===== config.mk =====
export PLATFORM = sky130hd
export DESIGN_NAME = mcntrl_refresh_arbiter
export DESIGN_NICKNAME = d
export VERILOG_FILES = /design/src/rtl/mcntrl_pkg.sv /design/src/rtl/mcntrl_rr_select.sv /design/src/rtl/mcntrl_refresh_arbiter.sv
export SDC_FILE = /design/constraint.sdc
export NUM_CORES = 1
export LEC_CHECK = 0
export ABC_CLOCK_PERIOD_IN_PS = 2350
export BUFFER_PORTS_ARGS = -buffer_cell sky130_fd_sc_hd__buf_2
export CORE_UTILIZATION = 55
export DETAILED_ROUTE_END_ITERATION = 8
export HOLD_SLACK_MARGIN = 0.08
export PLACE_DENSITY = 0.73
export SYNTH_ARGS = -nofsm -noshare
export SYNTH_HDL_FRONTEND = slang
export SYNTH_HIERARCHICAL = 1
export SYNTH_SLANG_ARGS = --single-unit
export TNS_END_PERCENT = 1

===== constraint.sdc =====
create_clock -name clk -period 2.35 [get_ports clk]
set_clock_uncertainty 0.05 [all_clocks]
set_input_delay 0.47 -clock clk [delete_from_list [all_inputs] [get_ports clk]]
set_output_delay 0.47 -clock clk [all_outputs]
set_load 0.02 [all_outputs]

===== src/rtl/mcntrl_pkg.sv =====
// Shared types and helpers for the memory-controller refresh/channel arbiter.
package mcntrl_pkg;

  typedef enum logic [1:0] {
    ST_IDLE      = 2'd0,
    ST_GRANT     = 2'd1,
    ST_WAIT_DONE = 2'd2,
    ST_RFC_GAP   = 2'd3
  } arb_state_e;

  localparam int RR_MAX = 16;

  // First set bit of mask at or after start, wrapping modulo n; 0 when mask is empty.
  function automatic logic [3:0] rr_winner(input logic [15:0] mask,
                                           input logic [3:0]  start,
                                           input int          n);
    logic [3:0] win;
    logic [3:0] idx;
    logic       found;
    win   = '0;
    found = 1'b0;
    for (int i = 0; i < RR_MAX; i++) begin
      idx = 4'((int'(start) + i) % n);
      if (i < n && !found && mask[idx]) begin
        win   = idx;
        found = 1'b1;
      end
    end
    return win;
  endfunction

endpackage


===== src/rtl/mcntrl_rr_select.sv =====
// Round-robin selector: picks the first requesting index at or after start.
module mcntrl_rr_select
  import mcntrl_pkg::*;
#(
  parameter int NUM_CHN = 4,
  parameter int IDX_W   = (NUM_CHN > 1) ? $clog2(NUM_CHN) : 1
) (
  input  logic [NUM_CHN-1:0] mask,
  input  logic [IDX_W-1:0]   start,
  output logic               valid,
  output logic [IDX_W-1:0]   idx,
  output logic [NUM_CHN-1:0] onehot
);

  logic [15:0] mask_ext;
  logic [3:0]  start_ext;
  logic [3:0]  win;

  assign mask_ext  = 16'(mask);
  assign start_ext = 4'(start);
  assign win       = rr_winner(mask_ext, start_ext, NUM_CHN);
  assign valid     = |mask;
  assign idx       = IDX_W'(win);

  always_comb begin
    onehot = '0;
    for (int i = 0; i < NUM_CHN; i++) begin
      onehot[i] = valid && (win == 4'(i));
    end
  end

endmodule


===== src/rtl/mcntrl_refresh_arbiter.sv =====
// Arbiter between DRAM refresh and NUM_CHN data channels, driving one command sequencer.
module mcntrl_refresh_arbiter
  import mcntrl_pkg::*;
#(
  parameter int NUM_CHN        = 4,
  parameter int RFC_CYCLES     = 64,
  parameter int TIMEOUT_CYCLES = 1023,
  parameter int IDX_W          = (NUM_CHN > 1) ? $clog2(NUM_CHN) : 1
) (
  input  logic               clk,
  input  logic               mrst_n,
  input  logic               en,
  input  logic               refresh_want,
  input  logic               refresh_need,
  output logic               refresh_grant,
  input  logic [NUM_CHN-1:0] ch_want,
  input  logic [NUM_CHN-1:0] ch_need,
  output logic [NUM_CHN-1:0] ch_grant,
  output logic [IDX_W-1:0]   grant_chn,
  output logic               seq_start,
  output logic               seq_refresh,
  input  logic               seq_done,
  output logic               busy,
  output logic               timeout_err
);

  arb_state_e         state_q, state_d;
  logic               sel_refresh_q, sel_refresh_d;
  logic [IDX_W-1:0]   sel_idx_q, sel_idx_d;
  logic [7:0]         rfc_cnt_q, rfc_cnt_d;
  logic [15:0]        tmo_cnt_q, tmo_cnt_d;
  logic               timeout_err_q, timeout_err_d;
  logic               refresh_grant_q, refresh_grant_d;
  logic [NUM_CHN-1:0] ch_grant_q, ch_grant_d;
  logic               seq_start_q, seq_start_d;
  logic               seq_refresh_q, seq_refresh_d;
  logic [IDX_W-1:0]   grant_chn_q, grant_chn_d;

  logic [IDX_W-1:0]   rr_start;
  logic               need_vld, want_vld;
  logic [IDX_W-1:0]   need_idx, want_idx;
  logic [NUM_CHN-1:0] need_oh, want_oh;

  assign rr_start = (grant_chn_q == IDX_W'(NUM_CHN - 1)) ? '0 : grant_chn_q + IDX_W'(1);

  mcntrl_rr_select #(.NUM_CHN(NUM_CHN), .IDX_W(IDX_W)) u_rr_need (
    .mask   (ch_want & ch_need),
    .start  (rr_start),
    .valid  (need_vld),
    .idx    (need_idx),
    .onehot (need_oh)
  );

  mcntrl_rr_select #(.NUM_CHN(NUM_CHN), .IDX_W(IDX_W)) u_rr_want (
    .mask   (ch_want),
    .start  (rr_start),
    .valid  (want_vld),
    .idx    (want_idx),
    .onehot (want_oh)
  );

  always_comb begin
    state_d         = state_q;
    sel_refresh_d   = sel_refresh_q;
    sel_idx_d       = sel_idx_q;
    rfc_cnt_d       = rfc_cnt_q;
    tmo_cnt_d       = tmo_cnt_q;
    timeout_err_d   = timeout_err_q;
    refresh_grant_d = 1'b0;
    ch_grant_d      = '0;
    seq_start_d     = 1'b0;
    seq_refresh_d   = 1'b0;
    grant_chn_d     = grant_chn_q;
    unique case (state_q)
      ST_IDLE: begin
        if (en) begin
          if (refresh_need) begin
            state_d       = ST_GRANT;
            sel_refresh_d = 1'b1;
          end else if (need_vld) begin
            state_d       = ST_GRANT;
            sel_refresh_d = 1'b0;
            sel_idx_d     = need_idx;
          end else if (want_vld) begin
            state_d       = ST_GRANT;
            sel_refresh_d = 1'b0;
            sel_idx_d     = want_idx;
          end else if (refresh_want) begin
            state_d       = ST_GRANT;
            sel_refresh_d = 1'b1;
          end
        end
      end
      // Grant outputs are registered here so they pulse in the first WAIT_DONE cycle.
      ST_GRANT: begin
        tmo_cnt_d       = '0;
        seq_start_d     = 1'b1;
        seq_refresh_d   = sel_refresh_q;
        refresh_grant_d = sel_refresh_q;
        if (!sel_refresh_q) begin
          grant_chn_d = sel_idx_q;
          for (int i = 0; i < NUM_CHN; i++) begin
            ch_grant_d[i] = (sel_idx_q == IDX_W'(i));
          end
        end
        state_d = ST_WAIT_DONE;
      end
      ST_WAIT_DONE: begin
        if (seq_done) begin
          if (sel_refresh_q) begin
            state_d   = ST_RFC_GAP;
            rfc_cnt_d = 8'(RFC_CYCLES - 1);
          end else begin
            state_d = ST_IDLE;
          end
        end else if (tmo_cnt_q == 16'(TIMEOUT_CYCLES - 1)) begin
          state_d       = ST_IDLE;
          timeout_err_d = 1'b1;
        end else begin
          tmo_cnt_d = tmo_cnt_q + 16'd1;
        end
      end
      ST_RFC_GAP: begin
        if (rfc_cnt_q == 8'd0) state_d = ST_IDLE;
        else                   rfc_cnt_d = rfc_cnt_q - 8'd1;
      end
      default: state_d = ST_IDLE;
    endcase
  end

  always_ff @(posedge clk or negedge mrst_n) begin
    if (!mrst_n) begin
      state_q         <= ST_IDLE;
      sel_refresh_q   <= 1'b0;
      sel_idx_q       <= '0;
      rfc_cnt_q       <= '0;
      tmo_cnt_q       <= '0;
      timeout_err_q   <= 1'b0;
      refresh_grant_q <= 1'b0;
      ch_grant_q      <= '0;
      seq_start_q     <= 1'b0;
      seq_refresh_q   <= 1'b0;
      grant_chn_q     <= IDX_W'(NUM_CHN - 1);
    end else begin
      state_q         <= state_d;
      sel_refresh_q   <= sel_refresh_d;
      sel_idx_q       <= sel_idx_d;
      rfc_cnt_q       <= rfc_cnt_d;
      tmo_cnt_q       <= tmo_cnt_d;
      timeout_err_q   <= timeout_err_d;
      refresh_grant_q <= refresh_grant_d;
      ch_grant_q      <= ch_grant_d;
      seq_start_q     <= seq_start_d;
      seq_refresh_q   <= seq_refresh_d;
      grant_chn_q     <= grant_chn_d;
    end
  end

  assign refresh_grant = refresh_grant_q;
  assign ch_grant      = ch_grant_q;
  assign seq_start     = seq_start_q;
  assign seq_refresh   = seq_refresh_q;
  assign grant_chn     = grant_chn_q;
  assign timeout_err   = timeout_err_q;
  assign busy          = (state_q != ST_IDLE);

  logic unused_oh;
  assign unused_oh = ^{need_oh, want_oh};

endmodule


==> out/results.tsv <==
metric	value	unit
area of the multi-input gates	1150	sq um
Core Area	3800	sq um
Placed Instance Area	2390	sq um
cell area after layout	2490	sq um
Clock Tree Root	clkbuf_8	
Critical Path, Cell by Cell	inv_1 > ha_1 > or3b_2 > or4_4 > o2111a_1 > a311o_1	
Highest Clock Rate	450	MHz
Final setup viols	0	
IR Drop Worst-Case VDD	0.506	mV
CTS tree	done	
Non-Filler Instances	313	
CP startpoint	tmo_cnt_q[0]$_DFFE_PN0P_	
Filler Cell Count	303	
RR Startpoint	tmo_cnt_q[0]$_DFFE_PN0P_	
RePlAce Congestion	0.807	
Initial DRT Pass Iterations	4	
Inst Count DP	305	
worst reg2reg path endpoint	tmo_cnt_q[11]$_DFFE_PN0P_	
Pleak	1.12	nW
min-delay worst type	primary input to asynchronous set/reset pin	
vias	1871	
CP required	2.48	ns
CP endpoint kind	register	
Die H	66.1	um
hold bufs inserted after CTS	0	
num rows	22	
R2R setup slack	0.13	ns
Die X	66.1	um
Max Buffers Root-to-Sink	2	
Num CTS Buffers	5	
I/O pin total	25	
outcome	finished, final reports clean	
total power divided by cell area	892	nW/um^2
Worst Tran Pin Value	0.857	ns
max-slew violations	0	
worst path arrival time	2.35	ns
Tot GR Track Use	23.4	%
Worst setup SP type	register	
number of remaining DRC errors	0	
H-tree lvl count	2	
Synth Net Count	260	
fin crit period	2.22	ns
DP HPWL	3.23	mm
worst-path maximum fanout	5	
Initial Util	59.4	%
DIE AREA	4360	sq um
unrepaired setup endpoints after global routing	false	
share of post-route cells with drive strength above 1	21.5	%
initial antenna violation count	0	
max-cap viol count	0	
synthesized instance count	241	
grt total ovfl	0	
WL final	4.58	mm
worst skew pair latency	0.29	ns
Max transition margin	42.9	%
Mapped Area	2260	sq um
Sink Count	38	
fin nets	283	
global-route wire length before repair	7.75	mm
Avg Vias per Cell	5.98	
IO buf count	24	
Reg2Reg Depth	6	
Ys Warns	6	
setup TNS	0	ns
Overall Power	2.22	mW
CTS resizes	0	
wire length per cell	14.6	um
Post-CTS Setup Bufs	0	
max incr delay on CP	0.51	ns
kind of critical path	register to register	
CP max stage cell	or3b_2	
vias in the first global route	1782	
register area	953	sq um
post-route ant nets	0	
Synth Area per Inst	9.37	sq um
Reg clk slew, reported paths	0.08	ns
Initial DRC Count	130	
final critical-path share of the clock period	94.5	%
largest net degree at the start of global routing	39	
Final Hold Vio Count	0	
area grow syn2layout	10.3	%
# diodes	0	
[sequential cells by signal, indices dropped and copies added, names as in the netlist]
signal         cells
ch_grant           4
state_q            2
tmo_cnt_q         16
timeout_err        1
seq_start          1
sel_refresh_q      1
sel_idx_q          2
grant_chn          2
seq_refresh        1
rfc_cnt_q          8
[placed cells by master (no fill, tap or decap), types with 6 or more instances in the layout]
cell	n
dfrtp_1	36
buf_2	24
nand2_1	22
nor2_1	20
inv_1	14
a21oi_1	10
o21ai_0	9
nor3_1	8
mux2i_1	8
buf_4	7
nand2b_1	6
and2_1	6
nand4_1	6
mux2_2	6
clkbuf_8	6
[final cells by class]
cell class | instances | area share, %
timing repair buffer | 31 | 6.94
multi-input combinational | 174 | 46.4
clock buffer | 6 | 3.32
inverter | 14 | 2.11
tap | 48 | 2.41
clock inverter | 2 | 0.503
sequential | 38 | 38.3
[metal layers]
layer / track usage, % / routed length, um / share of wire [%]
met1: 28.8 / 2190 / 48
met2: 38.9 / 2120 / 46
met3: 5.17 / 196 / 4.3
met4: 10.6 / 65 / 1.4
met5: 0 / 0 / 0
[worst max-delay path: cells and delay by family (launching register included)]
family / cells / cell delay, ns
AND/OR/NAND/NOR: 2 / 0.98
AO/OA/AOI/OAI: 2 / 0.47
flip-flops: 1 / 0.42
adder cells (fa/ha/maj): 1 / 0.13
buffers and inverters: 1 / 0.07
[how the worst max path moves through the flow]
stage | to | slack, ns | cells past startpoint
finish | tmo_cnt_q[11]$_DFFE_PN0P_ | 0.13 | 6
global route | tmo_cnt_q[11]$_DFFE_PN0P_ | 0.05 | 6
CTS | tmo_cnt_q[11]$_DFFE_PN0P_ | 0.13 | 6
detailed placement | tmo_cnt_q[11]$_DFFE_PN0P_ | 0.14 | 6
global placement | tmo_cnt_q[11]$_DFFE_PN0P_ | 0.18 | 6
floorplan | tmo_cnt_q[11]$_DFFE_PN0P_ | 0.21 | 6
[through the flow]
step	setup WS (ns)	hold WS, ns	util (%)
floorplan	0.214	0.124	-
global placement	0.179	0.429	63.0
detailed placement	0.138	0.408	63.0
CTS	0.128	0.256	65.5
global route	0.0513	0.285	65.5
finish	0.129	0.232	65.5
[report_power, final]
part / switching (mW) / internal (mW) / leakage (nW) / total [mW]
registers: 0.147 / 0.799 / 0.480 / 0.946
clock network: 0.231 / 0.236 / 0.0472 / 0.467
logic: 0.496 / 0.311 / 0.595 / 0.807
total: 0.874 / 1.35 / 1.12 / 2.22
Power figures use the tool's default switching activity.
